$ cat src/rtl/uart_tx_sched.sv
// Shares one bus-attached UART transmitter among N_REQ requesters (round-robin, packet lock).
// Latency: pop to uart_wen in 3 cycles on an idle UART; each failed status poll adds 2+POLL_GAP cycles.
// Backpressure: a requester holds req_valid until its one-hot req_ready pop; a locked message blocks the others.
module uart_tx_sched #(
  parameter int N_REQ        = 4,
  parameter int POLL_GAP     = 16,
  parameter int LOCK_TIMEOUT = 1024
) (
  input  logic               hb_clk,
  input  logic               hb_rst_n,
  input  logic [N_REQ-1:0]   req_valid,
  input  logic [N_REQ-1:0]   req_last,
  input  logic [8*N_REQ-1:0] req_data,
  output logic [N_REQ-1:0]   req_ready,
  output logic               uart_ren,
  output logic               uart_wen,
  output logic [4:0]         uart_addr,
  output logic [31:0]        uart_wdata,
  input  logic [31:0]        uart_rdata,
  output logic [N_REQ-1:0]   grant,
  output logic               busy,
  output logic [15:0]        sent_cnt
);

  localparam int IW = (N_REQ > 1) ? $clog2(N_REQ) : 1;
  localparam int GW = (POLL_GAP > 1) ? $clog2(POLL_GAP) : 1;
  localparam int TW = $clog2(LOCK_TIMEOUT);

  localparam logic [GW-1:0] GAP_LOAD    = GW'(POLL_GAP - 1);
  localparam logic [TW-1:0] TO_LAST     = TW'(LOCK_TIMEOUT - 1);
  localparam logic [4:0]    ADDR_STATUS = 5'd0;
  localparam logic [4:0]    ADDR_TXDATA = 5'd28;

  localparam logic [2:0] S_IDLE   = 3'd0;
  localparam logic [2:0] S_POLL   = 3'd1;
  localparam logic [2:0] S_CHECK  = 3'd2;
  localparam logic [2:0] S_GAP    = 3'd3;
  localparam logic [2:0] S_WRITE  = 3'd4;
  localparam logic [2:0] S_LOCKED = 3'd5;

  logic [2:0]    state;
  logic [IW-1:0] rr;
  logic [IW-1:0] grant_idx;
  logic [IW-1:0] next_rr;
  logic [7:0]    byte_q;
  logic          last_q;
  logic [GW-1:0] gap_cnt;
  logic [TW-1:0] to_cnt;

  logic          win_found;
  logic [IW-1:0] win_idx;
  logic [IW-1:0] cand;
  logic          lock_vld;
  logic          unused_rdata;

  // Only tx_ready (bit 0) of the status word matters.
  assign unused_rdata = ^uart_rdata[31:1];

  function automatic logic [N_REQ-1:0] onehot(input logic [IW-1:0] idx);
    logic [N_REQ-1:0] v;
    v      = '0;
    v[idx] = 1'b1;
    return v;
  endfunction

  // First valid requester searching rr, rr+1, ... modulo N_REQ.
  always_comb begin
    win_found = 1'b0;
    win_idx   = '0;
    cand      = '0;
    for (int k = 0; k < N_REQ; k++) begin
      cand = IW'((int'(rr) + k) % N_REQ);
      if (!win_found && req_valid[cand]) begin
        win_found = 1'b1;
        win_idx   = cand;
      end
    end
  end

  assign next_rr  = IW'((int'(grant_idx) + 1) % N_REQ);
  assign lock_vld = req_valid[grant_idx];

  always_ff @(posedge hb_clk or negedge hb_rst_n) begin
    if (!hb_rst_n) begin
      state     <= S_IDLE;
      rr        <= '0;
      grant     <= '0;
      grant_idx <= '0;
      byte_q    <= '0;
      last_q    <= 1'b0;
      gap_cnt   <= '0;
      to_cnt    <= '0;
      sent_cnt  <= '0;
    end else begin
      case (state)
        S_IDLE: begin
          if (win_found) begin
            byte_q    <= req_data[{win_idx, 3'b000} +: 8];
            last_q    <= req_last[win_idx];
            grant     <= onehot(win_idx);
            grant_idx <= win_idx;
            state     <= S_POLL;
          end
        end
        S_POLL: state <= S_CHECK;
        S_CHECK: begin
          if (uart_rdata[0]) begin
            state <= S_WRITE;
          end else begin
            gap_cnt <= GAP_LOAD;
            state   <= S_GAP;
          end
        end
        S_GAP: begin
          if (gap_cnt == '0) begin
            state <= S_POLL;
          end else begin
            gap_cnt <= gap_cnt - 1'b1;
          end
        end
        S_WRITE: begin
          sent_cnt <= sent_cnt + 16'd1;
          if (last_q) begin
            rr    <= next_rr;
            grant <= '0;
            state <= S_IDLE;
          end else begin
            to_cnt <= '0;
            state  <= S_LOCKED;
          end
        end
        S_LOCKED: begin
          // Only the lock owner may continue; the lock lasts LOCK_TIMEOUT idle cycles at most.
          if (lock_vld) begin
            byte_q <= req_data[{grant_idx, 3'b000} +: 8];
            last_q <= req_last[grant_idx];
            state  <= S_POLL;
          end else if (to_cnt == TO_LAST) begin
            rr    <= next_rr;
            grant <= '0;
            state <= S_IDLE;
          end else begin
            to_cnt <= to_cnt + 1'b1;
          end
        end
        default: state <= S_IDLE;
      endcase
    end
  end

  // The pop in IDLE is combinational on req_valid, so it is held off while reset is asserted.
  always_comb begin
    req_ready = '0;
    if (state == S_IDLE && win_found && hb_rst_n) begin
      req_ready = onehot(win_idx);
    end else if (state == S_LOCKED && lock_vld) begin
      req_ready = onehot(grant_idx);
    end
  end

  assign uart_ren   = (state == S_POLL);
  assign uart_wen   = (state == S_WRITE);
  assign uart_addr  = (state == S_WRITE) ? ADDR_TXDATA : ADDR_STATUS;
  assign uart_wdata = (state == S_WRITE) ? {24'b0, byte_q} : 32'b0;
  assign busy       = (state != S_IDLE);

endmodule

$ cat config.mk
export PLATFORM = sky130hd
export DESIGN_NAME = uart_tx_sched
export DESIGN_NICKNAME = d
export VERILOG_FILES = /design/src/rtl/uart_tx_sched.sv
export SDC_FILE = /design/constraint.sdc
export NUM_CORES = 1
export LEC_CHECK = 0
export ABC_AREA = 1
export CAP_MARGIN = 20
export CORE_MARGIN = 2
export CORE_UTILIZATION = 44
export DETAILED_ROUTE_END_ITERATION = 16
export PLACE_DENSITY = 0.81
export SYNTH_ARGS = -nofsm -noshare
export SYNTH_HDL_FRONTEND = slang
export SYNTH_SLANG_ARGS = --single-unit
$ cat constraint.sdc
create_clock -name hb_clk -period 2 [get_ports hb_clk]
set_input_delay 0.4 -clock hb_clk [delete_from_list [all_inputs] [get_ports hb_clk]]
set_output_delay 0.4 -clock hb_clk [all_outputs]
set_load 0.01 [all_outputs]
==> impl_metrics.ini <==
[status]
status = complete, but fails checks
violations = setup timing

[detailed_routing]
drt_wl_total_um = 9370
via_per_inst = 4.94
wl_per_cell_um = 12.6
drt_iter0_markers = 133
drtPass1Iterations = 4
drc_errors = 0
via_count = 3663
ant_nets = 0

[clock_tree]
clockBufferDepth = 2
cts_root_buffer = clkbuf_8
ctsHtreeMaxLevel = 2
clock_latency_ps = 310
path_clk_slew_ps = 100
cts_tree = yes
cts_made_buffers = 5
cts.sinks = 50

[floorplan]
num_rows = 32
die_y_um = 93.4
core_sq_mm = 0.00773
die_area_sq_mm = 0.00872
dieWidth_um = 93.4
io_pins = 138
initial_core_util = 0.455

[worst_setup_path]
crit_required_ps = 1600
r2r_cells = 14
slowest_delay_ps = 410
regToRegSetupSlack_ps = -170
r2r-start = rr[0]
setup.worst_path.end_class = output pin
r2r-end = byte_q[0]
arrival_ps = 2110
cp_slowest_cell = dfrtp_1
critPathMostFrequentCell = nand2_4
path_class = flip-flop to output pin
startpoint = rr[0]
path_cells = buf_6 > buf_6 > nand2_2 > nand3_4 > nand2_4 > nor2_4 > nand3_4 > nand2_4 > nand2_4 > inv_1 > nand2_1 > o21ai_1 > buf_2
start_kind = flip-flop
worstPathMaxFanout = 7

[logic_synthesis]
synth_ff_type = dfrtp_1
synth_cells = 507
netlist_area_sq_mm = 0.00352
ys_seq_area_frac = 0.356
synthArstFlopShare = 1.00
synth_enable_flop_cells = 0
post_synth.cell_area_avg_sq_um = 6.93
synth_cell_types = 34
synth_seq_cells = 50
synth_warnings = 0

[sta]
setup_slack_ps = -512
grt_setup_unrepaired = yes
setup_violations = 13
slew_headroom = 0.574
min_period_ps = 2510
finalHoldViolations = 0
max_freq_mhz = 398
finalCritPeriodShare = 1.26
finClkSkew_ps = 9.36
finalMaxSlewViolations = 0
worst_slew_pin_slew_ps = 640

[pwr]
peakVddDrop_uv = 861
clkPwrFrac = 0.091
powerDensity_mw_per_mm2 = 1380
power.switching_w = 0.00329
power_frac_comb = 0.691
cellLeakagePower_nw = 2.64
p_seq_frac = 0.218
switching_share = 0.474
cell_internal_pwr_w = 0.00366

[global_route]
track_usage = 0.219
grt_antenna_before_repair = 0
grt_pass1_vias = 3539
grt_pass1_wl_um = 15600
overflow = 0
grt_max_degree = 51

[final_layout]
syn_to_final_growth_pct = 43.2
finalNetCount = 719
stdcell_area_sq_mm = 0.00504
drive_above_1_share = 0.210
antenna_cells = 0

[placement]
place.gp.congestion = 0.926
port_buffers = 80
dpl-instance-area_sq_mm = 0.00465
place_hpwl_um = 6910
dpl_worst_slack_ps = -997

[worst_hold_path]
holdCritPathClass = input pin to async pin

[run]
maxCapViolations = 0
==> stage by stage <==
step | instances | hold slack (ps) | util | setup TNS [ps] | power, W
after floorplan | 532 | 104 | - | 0 | 0.00395
after global placement | 721 | 456 | 0.602 | -8910 | 0.00541
after detailed placement | 721 | 461 | 0.602 | -11690 | 0.00555
after CTS | 738 | 235 | 0.634 | -1470 | 0.00664
after global routing | 741 | 262 | 0.652 | -5100 | 0.00758
final | 741 | 203 | 0.652 | -3100 | 0.00695
==> worst max-delay path by stage <==
stage / to / slack [ps] / depth (start not counted)
6_report: req_ready[1] / -510 / 13
2_1_floorplan: req_ready[1] / 40 / 11
3_3_place_gp: req_ready[2] / -820 / 13
4_1_cts: req_ready[2] / -370 / 13
5_1_grt: req_ready[3] / -670 / 13
3_5_place_dp: req_ready[2] / -1000 / 13
==> cell type report <==
cell class / instances / area, sq um
fillers: 655 / 2690
well taps: 102 / 128
clock inverters: 3 / 28.8
repair buffers: 136 / 1240
flip-flops and latches: 50 / 1250
inverters: 89 / 339
multi-input cells: 356 / 1980
clock buffers: 5 / 68.8
==> what timing repair did <==
item / CTS / global route
setup buffers: 9 / 4
pin swaps: 16 / 15
hold buffers: 0 / 0
resized for setup: 76 / 40
endpoints found under the setup margin: 27 / 42
==> layer usage <==
| metal | routed length, um | track usage |
|---|---|---|
| met2 | 4710 | 0.379 |
| met5 | 0 | 0 |
| met4 | 389 | 0.118 |
| met1 | 3830 | 0.261 |
| met3 | 430 | 0.0322 |
==> sequential cells by signal, indices dropped and copies added, names as in the netlist <==
signal	flops
byte_q	8
state	3
grant	4
grant_idx	2
sent_cnt	16
to_cnt	10
last_q	1
gap_cnt	4
rr	2
==> worst max-delay path, delay by kind of cell, from the launching register on <==
kind / cells / cell delay [ps]
AND/OR/NAND/NOR: 8 / 740
buffers and inverters: 4 / 500
flip-flops: 1 / 410
AO/OA/AOI/OAI: 1 / 140
==> synthesized netlist by cell type, types with 3 or more instances <==
| library cell | count | share of area |
|---|---|---|
| o21ai_0 | 24 | 0.034 |
| ha_1 | 7 | 0.025 |
| nand2_1 | 139 | 0.15 |
| nand3b_1 | 3 | 0.0064 |
| nand2_2 | 3 | 0.0053 |
| xor2_1 | 14 | 0.035 |
| o22ai_1 | 4 | 0.0071 |
| inv_1 | 85 | 0.091 |
| a21oi_1 | 10 | 0.014 |
| xnor2_1 | 5 | 0.012 |
| buf_4 | 31 | 0.066 |
| nand2_4 | 3 | 0.0096 |
| nand3_1 | 56 | 0.080 |
| nor2_1 | 28 | 0.030 |
| clkbuf_1 | 3 | 0.0032 |
| dfrtp_1 | 50 | 0.36 |
| nor3_1 | 8 | 0.011 |
| a31oi_1 | 3 | 0.0053 |
| nor4_1 | 3 | 0.0053 |
| nand4_1 | 6 | 0.011 |
| inv_2 | 4 | 0.0043 |
==> power by group through the flow <==
stage	Combinational, W	Clock [W]	Sequential, W
floorplan	0.00246	0	0.00149
global placement	0.00392	0	0.00150
detailed placement	0.00405	0	0.00150
CTS	0.00449	0.000655	0.00150
global route	0.00534	0.000693	0.00155
finish	0.00481	0.000634	0.00151
==> cell families after synthesis <==
| family | synth area share |
|---|---|
| AND/OR/NAND/NOR | 0.328 |
| buffers and inverters | 0.170 |
| flip-flops | 0.356 |
| adder cells (fa/ha/maj) | 0.0249 |
| AO/OA/AOI/OAI | 0.0726 |
| XOR/XNOR | 0.0473 |
| other | 0.00107 |
==> cell usage in the layout (no fill, tap or decap), types with 12 or more instances in the layout <==
| master | netlist | layout |
|---|---|---|
| nor2_1 | 28 | 22 |
| dfrtp_1 | 50 | 49 |
| nand2_1 | 139 | 119 |
| inv_1 | 85 | 79 |
| nand3_1 | 56 | 52 |
| o21ai_0 | 24 | 19 |
| xor2_1 | 14 | 14 |
| buf_4 | 31 | 45 |
| conb_1 | 1 | 26 |
| clkdlybuf4s50_1 | 0 | 58 |
| dlygate4sd2_1 | 0 | 12 |
| nand2_2 | 3 | 15 |
(Power assumes the default switching activity.)
==> RTL change: new RTL, same settings <==
Reset style: synchronous (`hb_rst_n`), changed in one clocked block.
--- a/src/rtl/uart_tx_sched.sv
+++ b/src/rtl/uart_tx_sched.sv
@@ -82,3 +82,3 @@
 
-  always_ff @(posedge hb_clk or negedge hb_rst_n) begin
+  always_ff @(posedge hb_clk) begin
     if (!hb_rst_n) begin
Formal check against the unedited RTL: differs if hb_rst_n is asserted again (counterexample within 4 cycles, from zero or initial values and one cycle with hb_rst_n low); with hb_rst_n held inactive, the same outputs for 4 cycles.
==> RTL change against the original RTL <==
Die area shrank 4.1%; power shrank 34%; sequential cell count is the same; synthesized area shrank 4.2%; design area shrank 1.6%; the flow still finishes with violations (negative setup slack); via count grew 2.3%; setup slack gained 66 ps; wire length grew 1.8%.
==> RTL change: results (changes against the original RTL) <==
.. list-table::
   :header-rows: 1

   * - Metric
     - Value
   * - Total of endpoints with negative setup slack in the final report
     - 14 (was 13)
   * - Synthesized netlist cell count
     - 522 (was 507)
   * - Setup slack after placement
     - -968 ps (was -997 ps)
   * - Fraction of final layout cells sized beyond drive strength 1
     - 23.4% (was 21.0%)
   * - Sum of routed wire segments on met1
     - 4.01 mm (was 3.83 mm)
   * - Post-Route Setup TNS
     - -2200 ps (was -3100 ps)
   * - Fraction of synthesized cell area in xor and xnor cells
     - 0.780% (was 4.73%)
   * - Post-synthesis sequential area ratio
     - 29.7% (was 35.6%)
   * - DP Cell Count
     - 731 (was 721)
   * - Result of the run
     - finished with violations (unchanged)
   * - Sw Ratio
     - 40.8% (was 47.4%)
   * - Largest driver fanout on the critical path
     - 5 (was 7)
   * - Main synth FF type
     - sky130_fd_sc_hd__dfxtp_1 (was sky130_fd_sc_hd__dfrtp_1)
   * - Via count of the first global-routing pass
     - 3489 (was 3539)
   * - Leading cell types by count after synthesis
     - sky130_fd_sc_hd__nand2_1, sky130_fd_sc_hd__inv_1, sky130_fd_sc_hd__dfxtp_1, sky130_fd_sc_hd__nand3_1, sky130_fd_sc_hd__a21oi_1 (was sky130_fd_sc_hd__nand2_1, sky130_fd_sc_hd__inv_1, sky130_fd_sc_hd__nand3_1, sky130_fd_sc_hd__dfrtp_1, sky130_fd_sc_hd__buf_4)
   * - Worst setup skew after layout
     - 7.28 ps (was 9.36 ps)
   * - Post-CTS setup repair buffer count
     - 10 (was 9)
   * - Final worst slack
     - -446 ps (was -512 ps)
   * - VDD IR-drop max
     - 0.544 mV (was 0.861 mV)
   * - Portion of total power attributed to the clock network
     - 16.8% (was 9.1%)
   * - Path category of the worst min-delay check
     - reg -> reg (was in -> async)
   * - Power density of the placed cells
     - 926 nW/µm² (was 1380 nW/µm²)
   * - Fillers
     - 619 (was 655)
   * - GRT met3 Usage
     - 3.65% (was 3.22%)
   * - Critical-path top delay cell
     - sky130_fd_sc_hd__dfxtp_4 (was sky130_fd_sc_hd__dfrtp_1)
   * - Total cell area at the placement stage
     - 4470 µm² (was 4650 µm²)
   * - Drt wl/cell
     - 12.6 µm (about the same)
   * - Pin count of the biggest net entering global routing
     - 20 (was 51)
   * - Global-route wire length before repair
     - 15.1 mm (was 15.6 mm)
   * - Adder-cell share of the synthesized area
     - 2.60% (was 2.49%)
   * - Met2 Usage GRT
     - 38.8% (was 37.9%)
   * - Final Instance Count excl. Fillers
     - 754 (was 741)
   * - HPWL after detailed placement
     - 6.81 mm (was 6.91 mm)
   * - Failing checks
     - negative setup slack (unchanged)
   * - Global routing usage on met1
     - 25.5% (was 26.1%)
[RTL change: worst register-to-register path, stage by stage, from the launching register on]
cell	delay, ps
sky130_fd_sc_hd__dfxtp_4	400
sky130_fd_sc_hd__buf_8	140
sky130_fd_sc_hd__nand2_4	70
sky130_fd_sc_hd__nand3_4	90
sky130_fd_sc_hd__nand2_4	70
sky130_fd_sc_hd__nor2_4	140
sky130_fd_sc_hd__nand3b_1	150
sky130_fd_sc_hd__buf_4	170
sky130_fd_sc_hd__buf_6	100
sky130_fd_sc_hd__buf_6	100
sky130_fd_sc_hd__buf_6	100
sky130_fd_sc_hd__buf_6	100
sky130_fd_sc_hd__nor2_4	70
sky130_fd_sc_hd__inv_2	50
sky130_fd_sc_hd__buf_4	120
sky130_fd_sc_hd__nand4_1	70
sky130_fd_sc_hd__a31oi_1	70
[RTL change: path summary, 6_finish.rpt]
check / start / endpoint / cells past startpoint
setup / recovery: rr[0]$_SDFFE_PN0P_ / req_ready[3] / 11
hold / removal: gap_cnt[0]$_SDFFE_PN0P_ / gap_cnt[0]$_SDFFE_PN0P_ / 1
setup reg to reg: rr[0]$_SDFFE_PN0P_ / state[0]$_SDFFE_PN0P_ / 16
hold reg to reg: gap_cnt[0]$_SDFFE_PN0P_ / gap_cnt[0]$_SDFFE_PN0P_ / 1
[RTL change: area by class of cell]
| type | instances | area share, % |
|---|---|---|
| Timing Repair Buffer | 141 | 25.8 |
| Sequential cell | 50 | 20.4 |
| Clock buffer | 6 | 1.67 |
| Inverter | 79 | 6.14 |
| Clock inverter | 2 | 0.783 |
| Tap cell | 99 | 2.50 |
| Multi-Input combinational cell | 377 | 42.7 |
[RTL change: metrics by stage]
step                hold slack, ps  power [µW]
floorplan                      422        2600
global placement               433        3370
detailed placement             456        3420
CTS                            469        4290
global route                   493        4930
finish                         470        4590
